===== src/rtl/sync_peak_detect.sv =====
// Preamble sync peak detector: L1 magnitude of the window sum, threshold trigger, local-max tracking.
// Latency: a valid sample that completes a detection raises sync_det two cycles after it is presented.
// Backpressure: none; ena qualifies each sample and idle cycles freeze all sample-domain state.
//
// Ports:
//   clk       rising-edge clock for all logic
//   rst       synchronous reset, active-low
//   ena       sample valid for sum_Re / sum_Im / thr
//   sum_Re    signed real part of the sliding-window sum
//   sum_Im    signed imaginary part of the sliding-window sum
//   thr       unsigned detection threshold, captured with every valid sample
//   sync_det  one-cycle pulse when a peak is declared
//   peak_idx  sample index of the declared peak, held until the next detection
//   peak_mag  magnitude of the declared peak, held until the next detection
//   busy      high while tracking a candidate peak or holding off after a detection
module sync_peak_detect #(
    parameter int SUM_W    = 22,
    parameter int IDX_W    = 11,
    parameter int PEAK_WIN = 64,
    parameter int HOLD_LEN = 1024
) (
    input  logic             clk,
    input  logic             rst,
    input  logic             ena,
    input  logic [SUM_W-1:0] sum_Re,
    input  logic [SUM_W-1:0] sum_Im,
    input  logic [SUM_W:0]   thr,
    output logic             sync_det,
    output logic [IDX_W-1:0] peak_idx,
    output logic [SUM_W:0]   peak_mag,
    output logic             busy
);

    // One counter serves both the post-peak window and the hold-off period.
    localparam int CNT_MAX = (PEAK_WIN > HOLD_LEN) ? PEAK_WIN : HOLD_LEN;
    localparam int CNT_W   = (CNT_MAX > 1) ? $clog2(CNT_MAX) : 1;

    localparam logic [CNT_W-1:0] WIN_LAST  = CNT_W'(PEAK_WIN - 1);
    localparam logic [CNT_W-1:0] HOLD_LAST = CNT_W'(HOLD_LEN - 1);
    localparam logic [CNT_W-1:0] CNT_ONE   = CNT_W'(1);
    localparam logic [IDX_W-1:0] IDX_ONE   = IDX_W'(1);
    localparam logic [SUM_W:0]   MAG_ONE   = (SUM_W+1)'(1);

    typedef enum logic [1:0] {
        SEARCH = 2'd0,
        TRACK  = 2'd1,
        HOLD   = 2'd2
    } state_t;

    // Sign-extend by one bit before negating so that the most negative input
    // maps to +2^(SUM_W-1) exactly, without saturation.
    function automatic logic [SUM_W:0] abs_ext(input logic [SUM_W-1:0] v);
        logic [SUM_W:0] x;
        x = {v[SUM_W-1], v};
        return v[SUM_W-1] ? (~x + MAG_ONE) : x;
    endfunction

    // Stage 1: magnitude, index and threshold captured together per valid sample.
    logic [SUM_W:0]   mag_r;
    logic [SUM_W:0]   thr_r;
    logic [IDX_W-1:0] idx_r;
    logic [IDX_W-1:0] smp_cnt;
    logic             mag_v;

    always_ff @(posedge clk) begin
        if (!rst) begin
            mag_r   <= '0;
            thr_r   <= '0;
            idx_r   <= '0;
            smp_cnt <= '0;
            mag_v   <= 1'b0;
        end else begin
            mag_v <= ena;
            if (ena) begin
                mag_r   <= abs_ext(sum_Re) + abs_ext(sum_Im);
                thr_r   <= thr;
                idx_r   <= smp_cnt;
                smp_cnt <= smp_cnt + IDX_ONE;   // wraps modulo 2^IDX_W
            end
        end
    end

    // Stage 2: peak tracking FSM, evaluated only on valid stage-1 results.
    state_t           state;
    state_t           state_nxt;
    logic [SUM_W:0]   pk_mag;
    logic [IDX_W-1:0] pk_idx;
    logic [CNT_W-1:0] cnt;

    logic above_thr;
    logic new_max;

    assign above_thr = (mag_r > thr_r);
    assign new_max   = (mag_r > pk_mag);    // strict: ties keep the earlier index

    always_ff @(posedge clk) begin
        if (!rst) begin
            state <= SEARCH;
        end else begin
            state <= state_nxt;
        end
    end

    always_comb begin
        state_nxt = state;
        if (mag_v) begin
            case (state)
                SEARCH:  if (above_thr) state_nxt = TRACK;
                TRACK:   if (!new_max && (cnt == WIN_LAST)) state_nxt = HOLD;
                HOLD:    if (cnt == HOLD_LAST) state_nxt = SEARCH;
                default: state_nxt = SEARCH;
            endcase
        end
    end

    logic pk_load;
    logic cnt_clr;
    logic cnt_inc;
    logic det_fire;

    always_comb begin
        pk_load  = 1'b0;
        cnt_clr  = 1'b0;
        cnt_inc  = 1'b0;
        det_fire = 1'b0;
        if (mag_v) begin
            case (state)
                SEARCH: begin
                    if (above_thr) begin
                        pk_load = 1'b1;
                        cnt_clr = 1'b1;
                    end
                end
                TRACK: begin
                    // Falling below the threshold here does not abort the track.
                    if (new_max) begin
                        pk_load = 1'b1;
                        cnt_clr = 1'b1;
                    end else if (cnt == WIN_LAST) begin
                        det_fire = 1'b1;
                        cnt_clr  = 1'b1;
                    end else begin
                        cnt_inc = 1'b1;
                    end
                end
                HOLD: begin
                    if (cnt == HOLD_LAST) cnt_clr = 1'b1;
                    else                  cnt_inc = 1'b1;
                end
                default: cnt_clr = 1'b1;
            endcase
        end
    end

    always_ff @(posedge clk) begin
        if (!rst) begin
            pk_mag   <= '0;
            pk_idx   <= '0;
            cnt      <= '0;
            sync_det <= 1'b0;
            peak_idx <= '0;
            peak_mag <= '0;
            busy     <= 1'b0;
        end else begin
            sync_det <= det_fire;
            busy     <= (state_nxt != SEARCH);
            if (pk_load) begin
                pk_mag <= mag_r;
                pk_idx <= idx_r;
            end
            if (cnt_clr) begin
                cnt <= '0;
            end else if (cnt_inc) begin
                cnt <= cnt + CNT_ONE;
            end
            if (det_fire) begin
                peak_idx <= pk_idx;
                peak_mag <= pk_mag;
            end
        end
    end

endmodule


===== config.mk =====
export PLATFORM = sky130hd
export DESIGN_NAME = sync_peak_detect
export DESIGN_NICKNAME = d
export VERILOG_FILES = /design/src/rtl/sync_peak_detect.sv
export SDC_FILE = /design/constraint.sdc
export NUM_CORES = 1
export LEC_CHECK = 0
export CAP_MARGIN = 20
export CORE_UTILIZATION = 60
export CTS_CLUSTER_DIAMETER = 50
export CTS_CLUSTER_SIZE = 25
export DETAILED_ROUTE_END_ITERATION = 16
export PLACE_DENSITY = 0.85
export SYNTH_ARGS = -nofsm -noshare
export SYNTH_HDL_FRONTEND = slang
export SYNTH_SLANG_ARGS = --single-unit

===== constraint.sdc =====
create_clock -name clk -period 9.25 [get_ports clk]
set_input_delay 1.3875 -clock clk [delete_from_list [all_inputs] [get_ports clk]]
set_output_delay 1.3875 -clock clk [all_outputs]
set_load 0.05 [all_outputs]

==> flow_summary.ini, run 1 <==
[clocking]
cts_setup_buffers = 0
cts_hold_buf = 0
clk_latency_ps = 430
h-tree-depth = 4
cts_tree = done
cts_sinks = 151
root_buffer = clkbuf_16
cts_buffers = 17
cts_buffer_depth = 2
clk_pin_slew_ps = 60
ctsResizeCount = 0

[yosys]
ys.flop_type = dfxtp_1
seq_area_frac_synth_pct = 33.54
yosysTopAreaCell = dfxtp_1
syn_nets = 1159
synth_warnings = 0
synth-seq-cells = 151
synthArstFlopShare_pct = 0
synth_cells = 1012
synth_area_um2 = 9012
syn_avg_cell_area_um2 = 8.906
synth-edff-count = 0
yosysTopAreaCellShare_pct = 33.54
ys_types = 62
synthTopCellsByArea = dfxtp_1 (34%), mux2i_1 (13%), ha_1 (11%), xnor2_1 (6.1%), nor2b_1 (6.1%)

[layout]
layout_commonest_cell = dfxtp_1
layout.cells.non_filler = 1295
diodes = 0
seq_area_um2 = 3023
area_growth_pct = 19.23
fillers = 1040
multi_input_area_um2 = 5552
layout_common_cells = dfxtp_1 (151), nand2_1 (121), mux2i_1 (116)
drive_above_1_share_pct = 4.320
nets = 1245

[timing]
final.min_clock_period_ps = 4951
drv_slew = 0
worst_slew_pin_slew_ps = 1125
final.setup_skew_ps = 6.044
slew_headroom_pct = 25.03
rsz0062_at_grt = no
setup_violations = 0
fin_tns_setup_ps = 0
period_share_pct = 53.52
fmax_mhz = 202.0
hold_viol_final = 0

[critical_path]
cp.arrival_ps = 5310
required_ps = 9610
worstSetupStartpointType = input pin
path_delay_family = simple AND/OR/NAND/NOR gates
slowest_stage = or4_1
cp_cell_sequence = clkdlybuf4s50_1 -> or3_1 -> nor2_1 -> nand2_1 -> or2_1 -> or4_1 -> nand2_1 -> xnor2_1 -> ha_1 -> a21o_1 -> a21oi_1 -> nor3b_1 -> o2111ai_1 -> a311oi_1 -> xnor2_1 -> mux2i_1 -> nor2b_1
worst-path-buf-inv = 1
worstSetupEndpointType = register
slowest_delay_ps = 530
crit_type = in -> reg
crit_path_max_fanout = 7

[power]
p_leak_nw = 4.062
ir_worst_vdd_v = 0.0001400
p_per_area_nw_per_um2 = 179.4

[global_route]
grt_usage_pct = 25.13
grt_pass1_vias = 6918
grt_pass1_wl_um = 32330
grt_max_degree = 123
antenna_found_initial = 0
overflow = 0

[routing]
routedWlPerCell_um = 14.59
vias = 7265
drtAntennaViolNets = 0
drt_iter0_drc = 498
drcViolationCount = 0
drtPass1Iterations = 6
viasPerCell = 5.610
wl_um = 18890

[die]
die_w_um = 124.6
pin_count = 106
initial_utilization_pct = 61.78
num_rows = 44
dieArea_um2 = 15520
die_y_um = 124.6
core_area_um2 = 14590

[placed_design]
io_buffers = 105
dp_hpwl_um = 13600
gp_congestion = 0.9057
dp.cells = 1262

[min_path]
min_path_type = reg -> reg

[flow_run]
maxCapViolations = 0

[status]
status = finished clean
worst reg2reg max path, cell delays in order (launching register included):
cell      delay (ps)
dfxtp_1          440
ha_1             290
a21o_1           200
a21o_1           180
a211oi_1         660
a21oi_1          200
a22o_1           290
and2_2           560
mux2i_1          250
report_power, final:
part | total [mW] | internal [mW] | switching (mW)
logic | 0.482 | 0.226 | 0.256
registers | 0.716 | 0.681 | 0.0356
clock network | 0.729 | 0.452 | 0.277
total | 1.93 | 1.36 | 0.569
worst paths after layout:
check / from / end / slack, ps / cells after the start
hold reg to reg: idx_r[1] / pk_idx[1] / 460 / 2
setup / recovery: sum_Re[2] / mag_r[21] / 4300 / 17
hold / removal: idx_r[1] / pk_idx[1] / 460 / 2
setup reg to reg: mag_r[20] / pk_mag[1] / 6020 / 8
kinds of logic (layout without fill, tap and decap cells):
logic type / after synthesis / count (layout) / synth area share, %
xor+xnor: 69 / 69 / 6.706
simple gates: 358 / 358 / 20.64
buf+inv: 102 / 201 / 4.887
mux: 116 / 116 / 12.88
fa+ha+maj: 77 / 77 / 10.77
compound gates: 139 / 139 / 10.57
flops: 151 / 151 / 33.54
flip-flops by register name (all words and copies together), names as in the netlist:
| signal | count |
|---|---|
| mag_v | 1 |
| mag_r | 23 |
| pk_idx | 11 |
| cnt | 10 |
| sync_det | 1 |
| thr_r | 23 |
| smp_cnt | 11 |
| pk_mag | 23 |
| peak_idx | 11 |
| peak_mag | 23 |
| busy | 1 |
| state | 2 |
| idx_r | 11 |
metal layers:
metal / vias to the layer above / share of wire (%) / GRT usage [%]
met4: 0 / 2.2 / 8.859
met3: 35 / 5.8 / 6.100
met1: 3347 / 47 / 32.80
met5: - / 0 / 0
met2: 205 / 45 / 40.30
li1: 3678 / - / -
area by class of cell:
cell class                      count  area share [%]
Clock inverter                     15           1.910
Sequential cell                   151           28.13
Tap cell                          184           2.143
Multi-Input combinational cell    759           51.67
Timing Repair Buffer              108           10.06
Clock buffer                       17           3.959
Inverter                           61           2.131
through the flow:
step / area (µm²) / hold slack (ps) / worst slack [ps] / util (%) / power [mW]
global route: 10750 / 487.6 / 4022 / 73.65 / 2.027
detailed placement: 10090 / 448.6 / 3913 / 69.19 / 1.204
CTS: 10730 / 458.8 / 4350 / 73.52 / 1.930
global placement: 10090 / 445.5 / 4044 / 69.19 / 1.190
floorplan: 9012 / 434.4 / 4738 / - / 1.079
finish: 10750 / 456.4 / 4299 / 73.65 / 1.928
synthesized netlist by cell type (9+ instances only):
cell / n
a21o_1: 15
a21oi_1: 30
and2_1: 12
clkbuf_1: 26
dfxtp_1: 151
ha_1: 76
inv_1: 61
mux2i_1: 116
nand2_1: 121
nand3_1: 29
nand4_1: 13
nor2_1: 30
nor2b_1: 88
nor4_1: 9
o21ai_0: 27
o31ai_1: 13
or3_1: 10
xnor2_1: 63
Power figures use the tool's default switching activity.
==> run 2: changes to the inputs <==
--- a/config.mk
+++ b/config.mk
@@ -6,11 +6,11 @@
 export NUM_CORES = 1
 export LEC_CHECK = 0
 export CAP_MARGIN = 20
-export CORE_UTILIZATION = 60
+export CORE_UTILIZATION = 57
 export CTS_CLUSTER_DIAMETER = 50
 export CTS_CLUSTER_SIZE = 25
 export DETAILED_ROUTE_END_ITERATION = 16
-export PLACE_DENSITY = 0.85
+export PLACE_DENSITY = 0.81
 export SYNTH_ARGS = -nofsm -noshare
 export SYNTH_HDL_FRONTEND = slang
 export SYNTH_SLANG_ARGS = --single-unit
==> constraint.sdc (replaced) <==
create_clock -name clk -period 5 [get_ports clk]
set_input_delay 0.75 -clock clk [delete_from_list [all_inputs] [get_ports clk]]
set_output_delay 0.75 -clock clk [all_outputs]
set_load 0.05 [all_outputs]
==> flow_summary.ini, run 2 (synthesis results as in run 1) <==
[layout]
layout_common_cells = dfxtp_1 (151), nand2_1 (121), mux2i_1 (116)
diodes = 0
nets = 1248
fin_util_pct = 69.84
drive_above_1_share_pct = 4.488
layout.cells.non_filler = 1325
area_growth_pct = 18.67
fillers = 1216
layout_commonest_cell = dfxtp_1

[die]
die_w_um = 127.7
num_rows = 45
core_area_um2 = 15310
initial_utilization_pct = 58.85
die_y_um = 127.7
pin_count = 106
dieArea_um2 = 16320

[placed_design]
dp_hpwl_um = 13750
dp.cells = 1292
gp_congestion = 0.8619
io_buffers = 105

[routing]
drtAntennaViolNets = 0
drtPass1Iterations = 5
routedWlPerCell_um = 14.13
vias = 7163
drt_iter0_drc = 419
drcViolationCount = 0
wl_um = 18720
viasPerCell = 5.406

[timing]
worst_slew_pin_slew_ps = 1118
rsz0062_at_grt = no
fin_tns_setup_ps = 0
slew_headroom_pct = 25.49
period_share_pct = 85.25
final.min_clock_period_ps = 4262
fmax_mhz = 234.6
drv_slew = 0
setup_violations = 0
final.setup_skew_ps = 8.666
hold_viol_final = 0

[clocking]
cts_sinks = 151
root_buffer = clkbuf_16
ctsResizeCount = 0
h-tree-depth = 4
clk_pin_slew_ps = 60
cts_buffer_depth = 2
clk_latency_ps = 420
cts_tree = done
cts_setup_buffers = 0
cts_hold_buf = 0
cts_buffers = 17

[critical_path]
startpoint = sum_Re[2]
worstSetupEndpointType = register
crit_type = in -> reg
worstSetupStartpointType = input pin
required_ps = 5360
r2r_slack_ps = 1550
rr_worst_depth = 10
crit_path_max_fanout = 7
r2r_start = pk_mag[4]
cp.arrival_ps = 4620
rr_endpoint = busy

[flow_run]
maxCapViolations = 0

[global_route]
use_met3_pct = 5.760
grt_usage_pct = 23.97
grt_pass1_vias = 6644
overflow = 0
antenna_found_initial = 0
grt-busiest-layer = met2
grt_max_degree = 113
use_met1_pct = 32.13
grt_use_met2_pct = 37.24
grt_pass1_wl_um = 31420

[min_path]
hold_depth = 2
min_path_type = reg -> reg
hold_end = pk_idx[2]
worstHoldStart = pk_idx[2]

[power]
ir_worst_vdd_v = 0.0002419
p_per_area_nw_per_um2 = 313.4
p_leak_nw = 4.041

[status]
status = finished clean
==> run 2: changes by cell type in the layout (fill, tap and decap cells not counted) <==
cell	previous run	this run
buf_4	4	7
clkbuf_8	0	1
bufinv_16	4	0
inv_6	0	1
clkinv_2	2	8
clkbuf_1	0	1
clkinv_4	6	2
clkinvlp_4	3	2
==> run 2: worst max path at each step <==
| stage | end | slack [ps] | cells past startpoint |
|---|---|---|---|
| finish | mag_r[21] | 740 | 17 |
| global route | mag_r[21] | 550 | 17 |
| CTS | mag_r[21] | 740 | 17 |
| global placement | mag_r[21] | 440 | 17 |
| detailed placement | mag_r[21] | 320 | 17 |
| floorplan | mag_r[21] | 1130 | 16 |
==> run 2: where the power goes <==
group	total, mW	switching (mW)	internal, mW
sequential	1.33	0.0661	1.26
combinational	0.897	0.474	0.422
clock	1.13	0.489	0.641
total	3.35	1.03	2.32
==> run 2: cell type report <==
| cell class | instances | area [µm²] | area share (%) |
|---|---|---|---|
| well taps | 211 | 264.0 | 2.468 |
| flip-flops and latches | 151 | 3023 | 28.26 |
| clock buffers | 19 | 442.9 | 4.141 |
| multi-input cells | 759 | 5552 | 51.91 |
| inverters | 61 | 229.0 | 2.141 |
| repair buffers | 111 | 1104 | 10.32 |
| clock inverters | 13 | 81.33 | 0.7604 |
==> run 2: routing by layer <==
layer | share of wire, % | vias to the layer above | routed length (µm)
met5 | 0 | - | 0
met3 | 4.4 | 28 | 829
met4 | 2.0 | 0 | 379
met2 | 44 | 160 | 8279
met1 | 49 | 3284 | 9231
li1 | - | 3691 | -
==> run 2: critical path, stage by stage <==
cell,delay (ps)
clkdlybuf4s50_1,470
or3_1,390
nor2_1,130
nand2_1,80
or2_1,250
or4_1,530
nand2_1,110
xnor2_1,70
ha_1,380
a21o_1,200
a21oi_1,170
nor3b_1,230
o2111ai_1,190
a311oi_1,300
xnor2_1,160
mux2i_1,90
nor2b_1,120
==> run 2: metrics by stage <==
step / hold slack, ps / instance area (µm²) / total power, mW / setup slack (ps)
after floorplan: 434.4 / 9012 / 1.996 / 1126
after global placement: 444.3 / 10150 / 2.204 / 441.3
after detailed placement: 451.6 / 10150 / 2.230 / 316.0
after CTS: 460.0 / 10680 / 3.361 / 740.8
after global routing: 478.7 / 10700 / 3.543 / 549.2
final: 457.6 / 10700 / 3.352 / 737.7
